[src/rtl/truth_table_sweeper.sv]
// truth_table_sweeper: walks all 32 {A,B,C,D,G} vectors through three F implementations,
// records the behavioural truth table and flags disagreements between them.
module truth_table_sweeper #(
    parameter int SETTLE = 2
) (
    input  logic        clk,
    input  logic        rst,
    input  logic        start,
    output logic [4:0]  abcdg,
    input  logic        f_gate,
    input  logic        f_flow,
    input  logic        f_beh,
    output logic        busy,
    output logic        done,
    output logic [31:0] truth_table,
    output logic        mismatch,
    output logic [4:0]  first_bad,
    output logic [5:0]  err_count
);
    typedef enum logic [1:0] {IDLE, DRIVE, SAMPLE, DONE} state_t;
    state_t     state;
    logic [3:0] cnt;
    logic       bad;
    assign bad = !(f_gate == f_flow && f_flow == f_beh);
    always_ff @(posedge clk or posedge rst) begin
        if (rst) begin
            state       <= IDLE;
            cnt         <= '0;
            abcdg       <= '0;
            busy        <= 1'b0;
            done        <= 1'b0;
            truth_table <= '0;
            mismatch    <= 1'b0;
            first_bad   <= '0;
            err_count   <= '0;
        end else begin
            case (state)
                IDLE: if (start) begin
                    state       <= DRIVE;
                    cnt         <= '0;
                    abcdg       <= '0;
                    busy        <= 1'b1;
                    truth_table <= '0;
                    mismatch    <= 1'b0;
                    first_bad   <= '0;
                    err_count   <= '0;
                end
                DRIVE: begin
                    cnt   <= cnt + 4'd1;
                    state <= (cnt == 4'(SETTLE - 1)) ? SAMPLE : DRIVE;
                end
                SAMPLE: begin
                    truth_table[abcdg] <= f_beh;
                    if (bad) begin
                        err_count <= err_count + 6'd1;
                        if (!mismatch) begin
                            mismatch  <= 1'b1;
                            first_bad <= abcdg;
                        end
                    end
                    // Vector 31 never wraps: it always leaves for DONE with abcdg held.
                    if (abcdg == 5'd31) begin
                        state <= DONE;
                        busy  <= 1'b0;
                        done  <= 1'b1;
                    end else begin
                        abcdg <= abcdg + 5'd1;
                        cnt   <= '0;
                        state <= DRIVE;
                    end
                end
                DONE: begin
                    done  <= 1'b0;
                    state <= IDLE;
                end
                default: state <= IDLE;
            endcase
        end
    end
endmodule

[config.mk]
export PLATFORM = sky130hd
export DESIGN_NAME = truth_table_sweeper
export DESIGN_NICKNAME = d
export VERILOG_FILES = /design/src/rtl/truth_table_sweeper.sv
export SDC_FILE = /design/constraint.sdc
export NUM_CORES = 1
export LEC_CHECK = 0
export CORE_MARGIN = 2
export CORE_UTILIZATION = 52
export DETAILED_ROUTE_END_ITERATION = 10
export PLACE_DENSITY = 0.8
export SKIP_LAST_GASP = 1
export SLEW_MARGIN = 15
export SYNTH_ARGS = -nofsm -noshare
export SYNTH_HDL_FRONTEND = slang
export SYNTH_SLANG_ARGS = --single-unit
[constraint.sdc]
create_clock -name clk -period 2.3 [get_ports clk]
set_clock_uncertainty 0.05 [all_clocks]
set_input_delay 0.345 -clock clk [delete_from_list [all_inputs] [get_ports clk]]
set_output_delay 0.345 -clock clk [all_outputs]
set_load 0.05 [all_outputs]
==> results of run 1 <==
-- final cells by class --
class                      instances  share of cell area
clock buffer                      13              0.0398
clock inverter                     3              0.0107
inverter                          10              0.0100
multi-input combinational        221               0.356
sequential                        57               0.381
tap                               72              0.0241
timing repair buffer              68               0.178
-- placed cells by master (no fill, tap or decap), types with 3 or more instances in the layout --
cell / n
clkbuf_8: 10
clkbuf_1: 3
a22o_1: 7
a21o_1: 3
xor2_1: 3
nand3_1: 39
inv_1: 9
ha_1: 9
nor3_1: 4
nand3b_1: 3
dfrtp_1: 57
o211ai_1: 34
nor2_1: 10
and2_1: 7
buf_4: 13
clkdlybuf4s50_1: 53
o21ai_0: 13
nand2_1: 55
a21oi_1: 9
-- stage by stage --
| step | power (mW) | cells |
|---|---|---|
| global route | 3.41 | 444 |
| finish | 3.22 | 444 |
| CTS | 3.24 | 444 |
| floorplan | 1.98 | 309 |
| detailed placement | 2.31 | 428 |
| global placement | 2.28 | 428 |
-- synthesized netlist by cell type, types with 2 or more instances --
master	n
clkbuf_2	3
nand3_1	39
dfrtp_1	57
inv_1	10
nand3b_1	3
and2_1	7
a22o_1	7
ha_1	9
nand4_1	2
o211ai_1	34
nor3_2	2
xor2_1	3
clkbuf_1	10
nand2_1	55
buf_2	6
a21o_1	3
a21oi_1	9
o21ai_0	13
nor3_1	4
nor2_1	10
and3b_1	2
a22oi_1	2
-- worst max-delay path: stages (launching register included) --
cell and delay, ns:
dfrtp_1 0.35, buf_4 0.17, clkdlybuf4s50_1 0.81
-- report_power, final --
group / total, mW / internal (mW) / switching, mW
sequential: 1.23 / 1.10 / 0.134
clock: 0.906 / 0.527 / 0.380
combinational: 1.08 / 0.372 / 0.706
-- sequential cells by signal, summed over array words and instances (netlist names) --
| register | cells |
|---|---|
| truth_table | 32 |
| err_count | 6 |
| abcdg | 5 |
| first_bad | 5 |
| cnt | 4 |
| state | 2 |
| busy | 1 |
| done | 1 |
| mismatch | 1 |
-- kinds of logic after synthesis --
logic type	after synthesis	synth area share
compound gates	74	0.184
xor+xnor	3	0.00907
fa+ha+maj	9	0.0389
buf+inv	31	0.0479
flops	57	0.492
mux	2	0.00734
simple gates	133	0.221
-- final timing paths --
kind / start / depth (start not counted) / end
min in group clk: first_bad[1]$_DFFE_PP0P_ / 1 / first_bad[1]$_DFFE_PP0P_
max in group asynchronous: rst / 3 / truth_table[20]$_DFFE_PP0P_
setup reg to reg: state[0]$_DFFE_PP0P_ / 4 / first_bad[2]$_DFFE_PP0P_
setup / recovery: abcdg[0]$_DFFE_PP0P_ / 2 / abcdg[0]
hold reg to reg: first_bad[1]$_DFFE_PP0P_ / 1 / first_bad[1]$_DFFE_PP0P_
hold / removal: rst / 2 / truth_table[28]$_DFFE_PP0P_
-- metal layers --
metal / part of all wire / vias up / routed length (um) / global-route usage
met5: 0 / - / 0 / 0
met4: 0.018 / 0 / 122 / 0.116
met1: 0.43 / 1238 / 3010 / 0.311
met3: 0.064 / 15 / 441 / 0.0609
met2: 0.48 / 94 / 3350 / 0.405
li1: - / 1224 / - / -
==> run metrics, run 1 <==
Initial Util=0.533; Area growth syn-to-layout=29.2%; top post-synthesis cells by area=dfrtp_1, o211ai_1, nand2_1, nand3_1, ha_1; synth warn=0; worst setup margin=0.233 ns; final core utilization=0.688; NumNets Final=382; syn_area_per_cell=9.38 sq um; r2r setup slk=0.38 ns; number of library cell types mapped by synthesis=41; maxcap violations=0; Vias/cell=5.79; CP arrival=1.67 ns; Antenna Nets Post-Route=0; antenna violations before repair=0; worst path required time=1.90 ns; Slew headroom=0.607; CTS Buf Count=9; Placement Rows=27; kind of critical path=reg2out; CP Max Fanout=8; total grt overflow=0; Pins Over Slew Limit=0; hold slack final=0.311 ns; Top FF cell, synth=dfrtp_1; Worst Setup End Kind=output port; largest net degree at the start of global routing=34; ys async rst share=1.00; die width=78.7 um; crit share post-route=0.899; VDD IR-drop max=623 uV; measured slew at the worst slew-check pin=0.590 ns; Die Ht=78.7 um; syn nets=324; run status=finished clean; Syn Inst Count=309; Worst Hold Class=in2async; Static Leak=1.74 nW; core outline area=5440 sq um; post-DP HPWL=4.76 mm; Reg area=1430 sq um; vias in the first global route=2488; Place WS=0.191 ns; area share of the largest cell type after synthesis=0.492; hold buffers post-CTS=0; detailed-route via count=2571; Total Routing Usage GR=0.248; multi-input logic area=1330 sq um; Setup Total Neg Slack=0 ns; clk_lat worst skew=0.34 ns; Max Clock Freq=484 MHz; Routed Wire Length=6.93 mm; CTS tree=done; # diodes=0; Post-CTS Setup Repair Bufs=0; die area=6190 sq um; Residual DRC=0; sequential area share after synthesis=0.492; I/O pin total=57; P per Cell Area=860 nW/um^2; drt pass-1 iters=5; Area after DPL=3550 sq um; CTS HTree Levels=3; setup violators final=0; first-pass GRT wire length=11.8 mm; clk sink count=57; crit path time final=2.07 ns; mapped cell area=2900 sq um; number of fill cells=443; number of synthesized flops with an enable pin=0; CTS Buffer Depth=2; Worst Setup Start Kind=register; CTS clk-pin slew, worst paths=0.06 ns; leading area contributor after synthesis=dfrtp_1; layout cells sized above 1=0.0968; DR iter-0 viols=177; final hold vios=0; DR WL/cell=15.6 um; cts repair resizes=0; design area=3740 sq um; RSZ-0062 raised after global routing=no; flops & latches, synth=57; GPL Wtd Cong=0.811; I/O Buffers=56; clk root buf=clkbuf_8
Power figures use the tool's default switching activity.
==> run 2: changes to the inputs <==
Settings changed: CORE_UTILIZATION 52 to 35, PLACE_DENSITY 0.8 to not set.
Clock period 2.3 ns to 1.8 ns, I/O delays scaled along.
==> run metrics, run 2 (synthesis gave the netlist of run 1 again) <==
Internal Power=2.64 mW; DR iter-0 viols=93; critical path's slowest cell=dfrtp_2; CP max stage delay=0.40 ns; setup violators final=0; clk root buf=clkbuf_8; die width=95.0 um; I/O Buffers=56; Initial Util=0.356; Worst Setup Start Kind=register; CTS Buf Count=9; I/O pin total=57; detailed-route via count=2597; Slew headroom=0.715; commonest non-fill, non-tap cell in the layout=buf_4; drt pass-1 iters=4; non-filler cells, final=495; largest net degree at the start of global routing=58; Placement Rows=33; Post-CTS Setup Repair Bufs=0; sw frac=0.377; Static Leak=1.91 nW; Die Ht=95.0 um; CTS Buffer Depth=2; NumNets Final=400; placed cells=479; Routed Wire Length=7.44 mm; crit share post-route=0.933; Setup Total Neg Slack=0 ns; CP Max Fanout=8; VDD IR-drop max=554 uV; Place WS=-0.174 ns; CTS HTree Levels=3; clk_lat worst skew=0.34 ns; die area=9020 sq um; Area after DPL=3650 sq um; Switch Pwr=1.60 mW; antenna violations before repair=0; Overall Power=4.24 mW; Max Clock Freq=595 MHz; kind of critical path=reg2reg; P per Cell Area=1100 nW/um^2; final hold vios=0; worst setup margin=0.121 ns; first-pass GRT wire length=12.3 mm; largest reg by FF count=truth_table; vias in the first global route=2455; post-DP HPWL=5.09 mm; RSZ-0062 raised after global routing=yes; design area=3840 sq um; multi-input logic area=1340 sq um; most frequent cells in the layout=buf_4, nand2_1, dfrtp_1; max reg flops=32; Reg area=1430 sq um; Pins Over Slew Limit=0; Vias/cell=5.25; Antenna Nets Post-Route=0; layout cells sized above 1=0.279; core outline area=8130 sq um; measured slew at the worst slew-check pin=0.424 ns; worst path required time=2.00 ns; number of fill cells=802; run status=finished clean; maxcap violations=0; Worst Hold Class=in2async; Area growth syn-to-layout=32.5%; Clock power frac=0.278; Gate power share=0.355; critical path cell sequence=ha_1, inv_2, nor2_1, ha_2, nand4b_1, nor3_1, a21oi_1, o21ai_0; sequential power share=0.368; CP bufs+invs=1; Worst Setup End Kind=register; CTS clk-pin slew, worst paths=0.06 ns; clk sink count=57; crit path time final=1.68 ns; CTS tree=done; # diodes=0; GPL Wtd Cong=0.796; total grt overflow=0; Top Family by Delay on Critical Path=adder cells; CP arrival=1.88 ns; largest registers=truth_table: 32 flops, err_count: 6 flops; Total Routing Usage GR=0.179; DR WL/cell=15.0 um; Residual DRC=0
==> run 2: cell count changes in the layout (fill, tap and decap cells not counted), sizes merged <==
cell,change
clkinvlp,+1
inv,-1
buf,+66
clkdlybuf4s50,-48
==> run 2: layer usage <==
layer  up-vias  global-route usage  routed length (um)
met3        13              0.0335                 376
li1       1260                   -                   -
met4         0              0.0785                 140
met2        80               0.274                3400
met5         -                   0                   0
met1      1244               0.246                3520
==> run 2: layout make-up <==
cell class,count,share of cell area
Sequential cell,57,0.373
Timing Repair Buffer,86,0.184
Clock inverter,3,0.0104
Tap cell,105,0.0342
Clock buffer,13,0.0388
Inverter,10,0.0108
Multi-Input combinational cell,221,0.348
==> run 2: repair_timing <==
item | 4_1_cts | 5_1_grt
hold buffers | 0 | 0
endpoints found under the hold margin | 0 | 0
endpoints found under the setup margin | 0 | 10
gates resized for setup | 0 | 3
==> run 2: through the flow <==
stage | utilization | hold slack, ns
3_3_place_gp | 0.448 | 0.455
5_1_grt | 0.472 | 0.337
3_5_place_dp | 0.448 | 0.454
6_report | 0.472 | 0.300
4_1_cts | 0.472 | 0.306
2_1_floorplan | - | 0.307
==> run 2: path summary, 6_finish.rpt <==
path                                          start  slack [ns]                       end  cells past startpoint
setup / recovery               abcdg[0]$_DFFE_PP0P_        0.12      abcdg[3]$_DFFE_PP0P_                      8
hold / removal                                  rst        0.30        cnt[2]$_DFFE_PP0P_                      3
setup reg to reg               abcdg[0]$_DFFE_PP0P_        0.12      abcdg[3]$_DFFE_PP0P_                      8
hold reg to reg            first_bad[2]$_DFFE_PP0P_        0.46  first_bad[2]$_DFFE_PP0P_                      1
max in group asynchronous                       rst        1.13      abcdg[0]$_DFFE_PP0P_                      3
min in group clk           first_bad[2]$_DFFE_PP0P_        0.46  first_bad[2]$_DFFE_PP0P_                      1
==> run 2: worst register-to-register path: stages, from the launching register on <==
cell and delay, ns:
dfrtp_2 0.40, ha_1 0.23, inv_2 0.08, nor2_1 0.07, ha_2 0.22, nand4b_1 0.20, nor3_1 0.15, a21oi_1 0.06
o21ai_0 0.15
==> run 2: power by group through the flow <==
| stage | logic (mW) | clock network, mW | registers, mW |
|---|---|---|---|
| after detailed placement | 1.51 | 0 | 1.58 |
| final | 1.50 | 1.18 | 1.56 |
| after global routing | 1.65 | 1.27 | 1.58 |
| after floorplan | 0.736 | 0 | 1.80 |
| after global placement | 1.49 | 0 | 1.57 |
| after CTS | 1.51 | 1.21 | 1.56 |
==> RTL change 1 (settings of run 1) <==
Put one more register stage on the output `truth_table`, cleared by the reset. The value now appears one clock later. The other outputs are not delayed to match.
--- a/src/rtl/truth_table_sweeper.sv
+++ b/src/rtl/truth_table_sweeper.sv
@@ -18,6 +18,8 @@
     output logic [5:0]  err_count
 );
     typedef enum logic [1:0] {IDLE, DRIVE, SAMPLE, DONE} state_t;
+
+    logic [31:0] truth_table_s0;
     state_t     state;
     logic [3:0] cnt;
     logic       bad;
@@ -29,7 +31,7 @@
             abcdg       <= '0;
             busy        <= 1'b0;
             done        <= 1'b0;
-            truth_table <= '0;
+            truth_table_s0 <= '0;
             mismatch    <= 1'b0;
             first_bad   <= '0;
             err_count   <= '0;
@@ -40,7 +42,7 @@
                     cnt         <= '0;
                     abcdg       <= '0;
                     busy        <= 1'b1;
-                    truth_table <= '0;
+                    truth_table_s0 <= '0;
                     mismatch    <= 1'b0;
                     first_bad   <= '0;
                     err_count   <= '0;
@@ -50,7 +52,7 @@
                     state <= (cnt == 4'(SETTLE - 1)) ? SAMPLE : DRIVE;
                 end
                 SAMPLE: begin
-                    truth_table[abcdg] <= f_beh;
+                    truth_table_s0[abcdg] <= f_beh;
                     if (bad) begin
                         err_count <= err_count + 6'd1;
                         if (!mismatch) begin
@@ -77,5 +79,13 @@
             endcase
         end
     end
+    always_ff @(posedge clk or posedge rst) begin
+        if (rst) begin
+            truth_table <= '0;
+        end else begin
+            truth_table <= truth_table_s0;
+        end
+    end
+
 endmodule
 
Function: changed (Yosys sat finds a counterexample within 10 cycles, from zero or initial values and one cycle with rst high).
==> RTL change 1 against run 1 <==
  * Worst setup slack worse by 0.044 ns
  * Via count up 6.5%
  * Sequential cell count up 32
  * Total power up 20%
  * Routed wire length up 7.9%
  * Cell area up 21%
  * Synthesized area up 26%
  * Critical path depth unchanged
  * Largest cell class unchanged
==> RTL change 1: results (changes against run 1) <==
Yosys
The share of the synthesized area in the top cell type is 61.2% (+12 points). The part of the Yosys area used for sequential elements is 61.2% (+12 points). The number of distinct standard cells referenced by the synthesized netlist is 38 (-7.3%).

The area share of xor/xnor cells in the synthesized design came to 0.481% (-0.43 points). The most frequently used flop master after synthesis is dfrtp_1. The count of synthesis-stage warnings from yosys was 0 (unchanged). The post-synthesis net count is 350 (+8.0%).

The multiplexer fraction of the synthesized cell area came to 0% (-0.73 points). The complex-gate fraction of the synthesized area is 14.0% (-4.4 points). By area the synthesized netlist is led by dfrtp_1, o211ai_1, nand2_1. The adder-cell share of the synthesized area came to 3.09% (-0.79 points).

The commonest cells after synthesis are dfrtp_1, nand2_1, nand3_1.

Routing
The routed wire length per instance is 15.1 um (-3.2%). The iteration-0 DRC count of the detailed router is 227 (+28%). The detailed-route vias per instance is 5.53 (-4.4%). The number of remaining DRC errors was 0 (unchanged). The first-pass iteration count of the detailed router is 4 (-1).

STA
The smallest setup slack after layout is 0.189 ns (-0.0444 ns). The normalized max-slew margin is 65.8% (+5.1 points).

Finish
The count of filler cells inserted in the layout is 526 (+19%). The proportion of layout cells with a drive suffix above 1 is 9.02% (-0.65 points). The area growth from synthesis to layout is 24.6%. The largest registers in the layout are truth_table: 32 flops, truth_table_s0: 32 flops, err_count: 6 flops. The final net count is 409 (+7.1%).

Place
The post-DP HPWL was 4940 um (+3.7%). The total cell area at the placement stage is 4330 um^2 (+22%). The worst-case setup slack after placement is 0.229 ns (+0.0384 ns). The quantity of I/O buffers inserted on ports is 56 (unchanged).

The placer's final routability congestion estimate is 0.812 (+0.15%).

GRT
The first-pass GRT wire length is 12500 um (+5.9%). The initial antenna violation count is 0 (unchanged). The pin count of the biggest net entering global routing is 90 (+160%). The via count of the first global-routing pass was 2619 (+5.3%). The aggregate global-route resource usage is 21.6% (-3.3 points).

Clock tree
The total setup buffers inserted after CTS was 0 (unchanged). The library cell used as clock root buffer is clkbuf_8. The CTS buffer count is 9 (unchanged).

The clock edge transition at the registers on the reported setup and hold paths came to 0.09 ns (+0.03 ns). The count of instances resized after the clock tree is built is 0 (unchanged). The source-to-sink clock delay at the later pin of the worst-skew pair came to 0.36 ns (+0.02 ns).

Power and ir drop
The proportion of total power due to net switching is 34.9% (-3.1 points). The maximum VDD drop is 0.613 mV (-1.7%). The total leakage power is 2.17 nW (+24%).

Run status
The run finished with clean final reports.

Worst setup path
The highest fanout seen on the critical path is 10 (+2). The critical-path cell with the highest stage delay is clkdlybuf4s50_1. In this design, the stage delay of the slowest critical-path cell is 0.82 ns. The signal arrival time at the worst endpoint was 1.72 ns (+0.05 ns).

Worst hold path
The class of the tightest hold or removal check is register to register.
## RTL change 1: final timing paths
path	from	slack, ns	to	cells past startpoint
worst max-delay path	abcdg[4]	0.19	abcdg[4]	2
worst min-delay path	truth_table_s0[23]	0.33	truth_table[23]	0
worst max register to register	state[1]	0.39	truth_table_s0[30]	5
worst min register to register	truth_table_s0[23]	0.33	truth_table[23]	0
max in group asynchronous	rst	1.43	first_bad[2]	3
min in group asynchronous	rst	0.40	truth_table[2]	3
## RTL change 1: power by group through the flow
stage | sequential [mW] | combinational, mW | clock, mW
after floorplan | 1.99 | 0.502 | 0
after global placement | 1.84 | 0.932 | 0
after detailed placement | 1.84 | 0.960 | 0
after CTS | 1.82 | 0.964 | 1.09
after global routing | 1.84 | 1.07 | 1.17
final | 1.81 | 0.967 | 1.07
## RTL change 1: stage by stage
step / power (mW) / hold slack [ns] / std cells
6_report: 3.85 / 0.332 / 495
5_1_grt: 4.07 / 0.337 / 495
4_1_cts: 3.87 / 0.337 / 495
3_5_place_dp: 2.80 / 0.320 / 479
3_3_place_gp: 2.77 / 0.317 / 479
2_1_floorplan: 2.49 / 0.304 / 335
## RTL change 1: layer usage
layer  share of wire (%)  wire, um  global-route usage, %
met5                   0         0                      0
met4                 3.0       227                   13.7
met3                 5.8       434                   4.52
met2                  46      3430                   31.5
met1                  45      3390                   29.4
## RTL change 1: area by class of cell
class | count | area share, %
timing repair buffer | 68 | 14.6
clock inverter | 7 | 1.74
sequential | 89 | 49.1
multi-input combinational | 218 | 28.5
clock buffer | 9 | 2.73
tap | 96 | 2.65
inverter | 8 | 0.745
## RTL change 1: critical path: cells and delay by family, from the launching register on
kind,cells,cell delay (ns)
buf+inv,2,0.99
flops,1,0.37
==> RTL change 2 (flow settings as in run 1) <==
Without the edit above. Encoding of `state_t`: now one-hot (4 bits for 4 states).
--- a/src/rtl/truth_table_sweeper.sv
+++ b/src/rtl/truth_table_sweeper.sv
@@ -17,7 +17,7 @@
     output logic [4:0]  first_bad,
     output logic [5:0]  err_count
 );
-    typedef enum logic [1:0] {IDLE, DRIVE, SAMPLE, DONE} state_t;
+    typedef enum logic [3:0] {IDLE = 4'b0001, DRIVE = 4'b0010, SAMPLE = 4'b0100, DONE = 4'b1000} state_t;
     state_t     state;
     logic [3:0] cnt;
     logic       bad;
Function: no difference found for any inputs over 10 cycles, from zero or initial values and one cycle with rst high; not proved beyond that.
==> RTL change 2 against run 1 <==
  * Routed wire length down 9.1%
  * Global-route usage decreased by 2.8 points
  * Worst setup slack worse by 0.14 ns
  * Utilization shrank 0.41 points
  * Non-clock buffer count fell by 3
  * Sequential cell count rose by 2
  * Cell area fell by 0.60%
  * Sequential share of layout area grew 1.6 points
  * Synthesized area decreased by 0.65%
  * Critical path type unchanged
Power is not compared: it rests on default switching activity, and its combinational part moved more than twofold at a synthesized area within 25%.
==> RTL change 2: results (changes against run 1) <==
Run status
The flow ran to the end, and the final reports show no timing, DRC or antenna violations.

Place
The quantity of I/O buffers inserted on ports was 56 (unchanged). The placer's final routability congestion estimate is 0.794 (-2.0%). The total cell area at the placement stage was 3530 um^2 (-0.77%). The post-DP HPWL is 4410 um (-7.3%). The worst-case setup slack after placement is 0.212 ns (+0.0215 ns). The number of cells after detailed placement is 393 (-8.2%).

Yosys
The complex-gate fraction of the synthesized area is 21.0% (+2.6 points). After synthesis, the cell types taking the most area are dfrtp_1, o211ai_1, o31ai_1. Counting instances in the post-synthesis netlist gives the leading cell types as dfrtp_1, nand2_1, o211ai_1. The part of the Yosys area used for sequential elements was 51.3% (+2.1 points).

The post-synthesis net count is 291 (-10%). The adder-cell share of the synthesized area was 3.48% (-0.41 points). The number of distinct standard cells referenced by the synthesized netlist is 43 (+4.9%). The area share of xor/xnor cells in the synthesized design is 0% (-0.91 points). The number of instances in the synthesized netlist was 277 (-10%).

The multiplexer fraction of the synthesized cell area is 3.56% (+2.8 points).

STA
The max-slew violation total from the final report is 0 (unchanged). The transition time at the pin with the least slew margin came to 0.560 ns (-0.0293 ns). The smallest setup slack after layout was 0.0909 ns (-0.142 ns). The number of hold violations in the final report was 0 (unchanged).

Routing
The iteration-0 DRC count of the detailed router is 171 (-3.4%). The via count is 2353 (-8.5%). The routed wire length per instance is 15.4 um (-1.3%). The first-pass iteration count of the detailed router came to 5 (unchanged).

Clock tree
The number of H-tree branching levels is 3 (unchanged). The count of instances resized after the clock tree is built is 0 (unchanged). The library cell used as clock root buffer is clkbuf_8.

The clock edge transition at the registers on the reported setup and hold paths is 0.07 ns.

Worst setup path
The signal arrival time at the worst endpoint is 1.81 ns (+0.14 ns). The highest fanout seen on the critical path is 11 (+3). The largest stage delay on the critical path is 0.88 ns (+0.07 ns).

GRT
The aggregate global-route resource usage was 22.1% (-2.8 points). The initial antenna violation count is 0 (unchanged). The pin count of the biggest net entering global routing was 60 (+76%).

The first-pass GRT wire length came to 10400 um (-12%). The via count of the first global-routing pass is 2264 (-9.0%).

Finish
The final cell count without fillers is 409 (-7.9%). In the final layout, the registers with the most flip-flops are truth_table: 32 flops, err_count: 6 flops. The count of filler cells inserted in the layout is 426 (-3.8%). The proportion of layout cells with a drive suffix above 1 was 10.7% (+1.0 points). The final net count is 346 (-9.4%).

Die
The starting density of the core is 52.9% (-0.35 points).

Power and ir drop
For this design the static power due to leakage is 1.65 nW.
RTL change 2: changes by cell type after synthesis, moves of 4 or more:
cell,delta
nand2_1,-29
nand3_1,-29
o31ai_1,+23
o211ai_1,-9
mux2i_1,+7
buf_2,-5
clkbuf_1,+5
o21ai_0,-5
and3_1,+4
RTL change 2: final timing paths:
path	from	to	slack (ns)	depth (start not counted)
min reg2reg	first_bad[4]	first_bad[4]	0.46	1
max	abcdg[4]	abcdg[4]	0.09	1
min in group clk	first_bad[4]	first_bad[4]	0.46	1
max in group asynchronous	rst	state[0]	1.59	3
min	rst	truth_table[4]	0.31	3
max reg2reg	abcdg[0]	abcdg[2]	0.26	6
RTL change 2: power by group:
part | internal, mW | total (mW) | switching (mW)
clock network | 0.524 | 0.917 | 0.394
registers | 1.09 | 1.16 | 0.0686
logic | 0.178 | 0.481 | 0.303
RTL change 2: metal layers:
layer  routed length (um)  part of all wire [%]  global-route usage (%)  vias to the layer above
met5                    0                     0                       0                        -
met2                 3060                    49                    34.9                       72
met4                  102                   1.6                    10.9                        0
met3                  319                   5.1                    5.86                       11
li1                     -                     -                       -                     1140
met1                 2810                    45                    28.2                     1130
RTL change 2: final cells by class:
cell class	count	area [um^2]	share of cell area, %
Multi-Input combinational cell	189	1280	34.3
Timing Repair Buffer	65	653	17.6
Tap cell	72	90.1	2.42
Clock inverter	5	52.6	1.41
Sequential cell	59	1480	39.7
Inverter	8	30.0	0.807
Clock buffer	11	141	3.80
RTL change 2: logic make-up after synthesis:
group	count (synthesis)
DFF	59
and+or+nand+nor	87
AOI/OAI and AO/OA	84
buffers and inverters	29
muxes	10
adders and majority gates	8
RTL change 2: worst reg2reg max path, stage by stage, from the launching register on:
cell     delay, ns
dfrtp_1       0.38
ha_1          0.28
and3_1        0.21
ha_1          0.25
nor2_1        0.25
a21oi_1       0.16
a211o_1       0.33
RTL change 2: per-stage QoR:
step | utilization [%] | power [mW]
floorplan | - | 1.51
global placement | 64.8 | 1.65
detailed placement | 64.8 | 1.66
CTS | 68.4 | 2.58
global route | 68.4 | 2.69
finish | 68.4 | 2.56
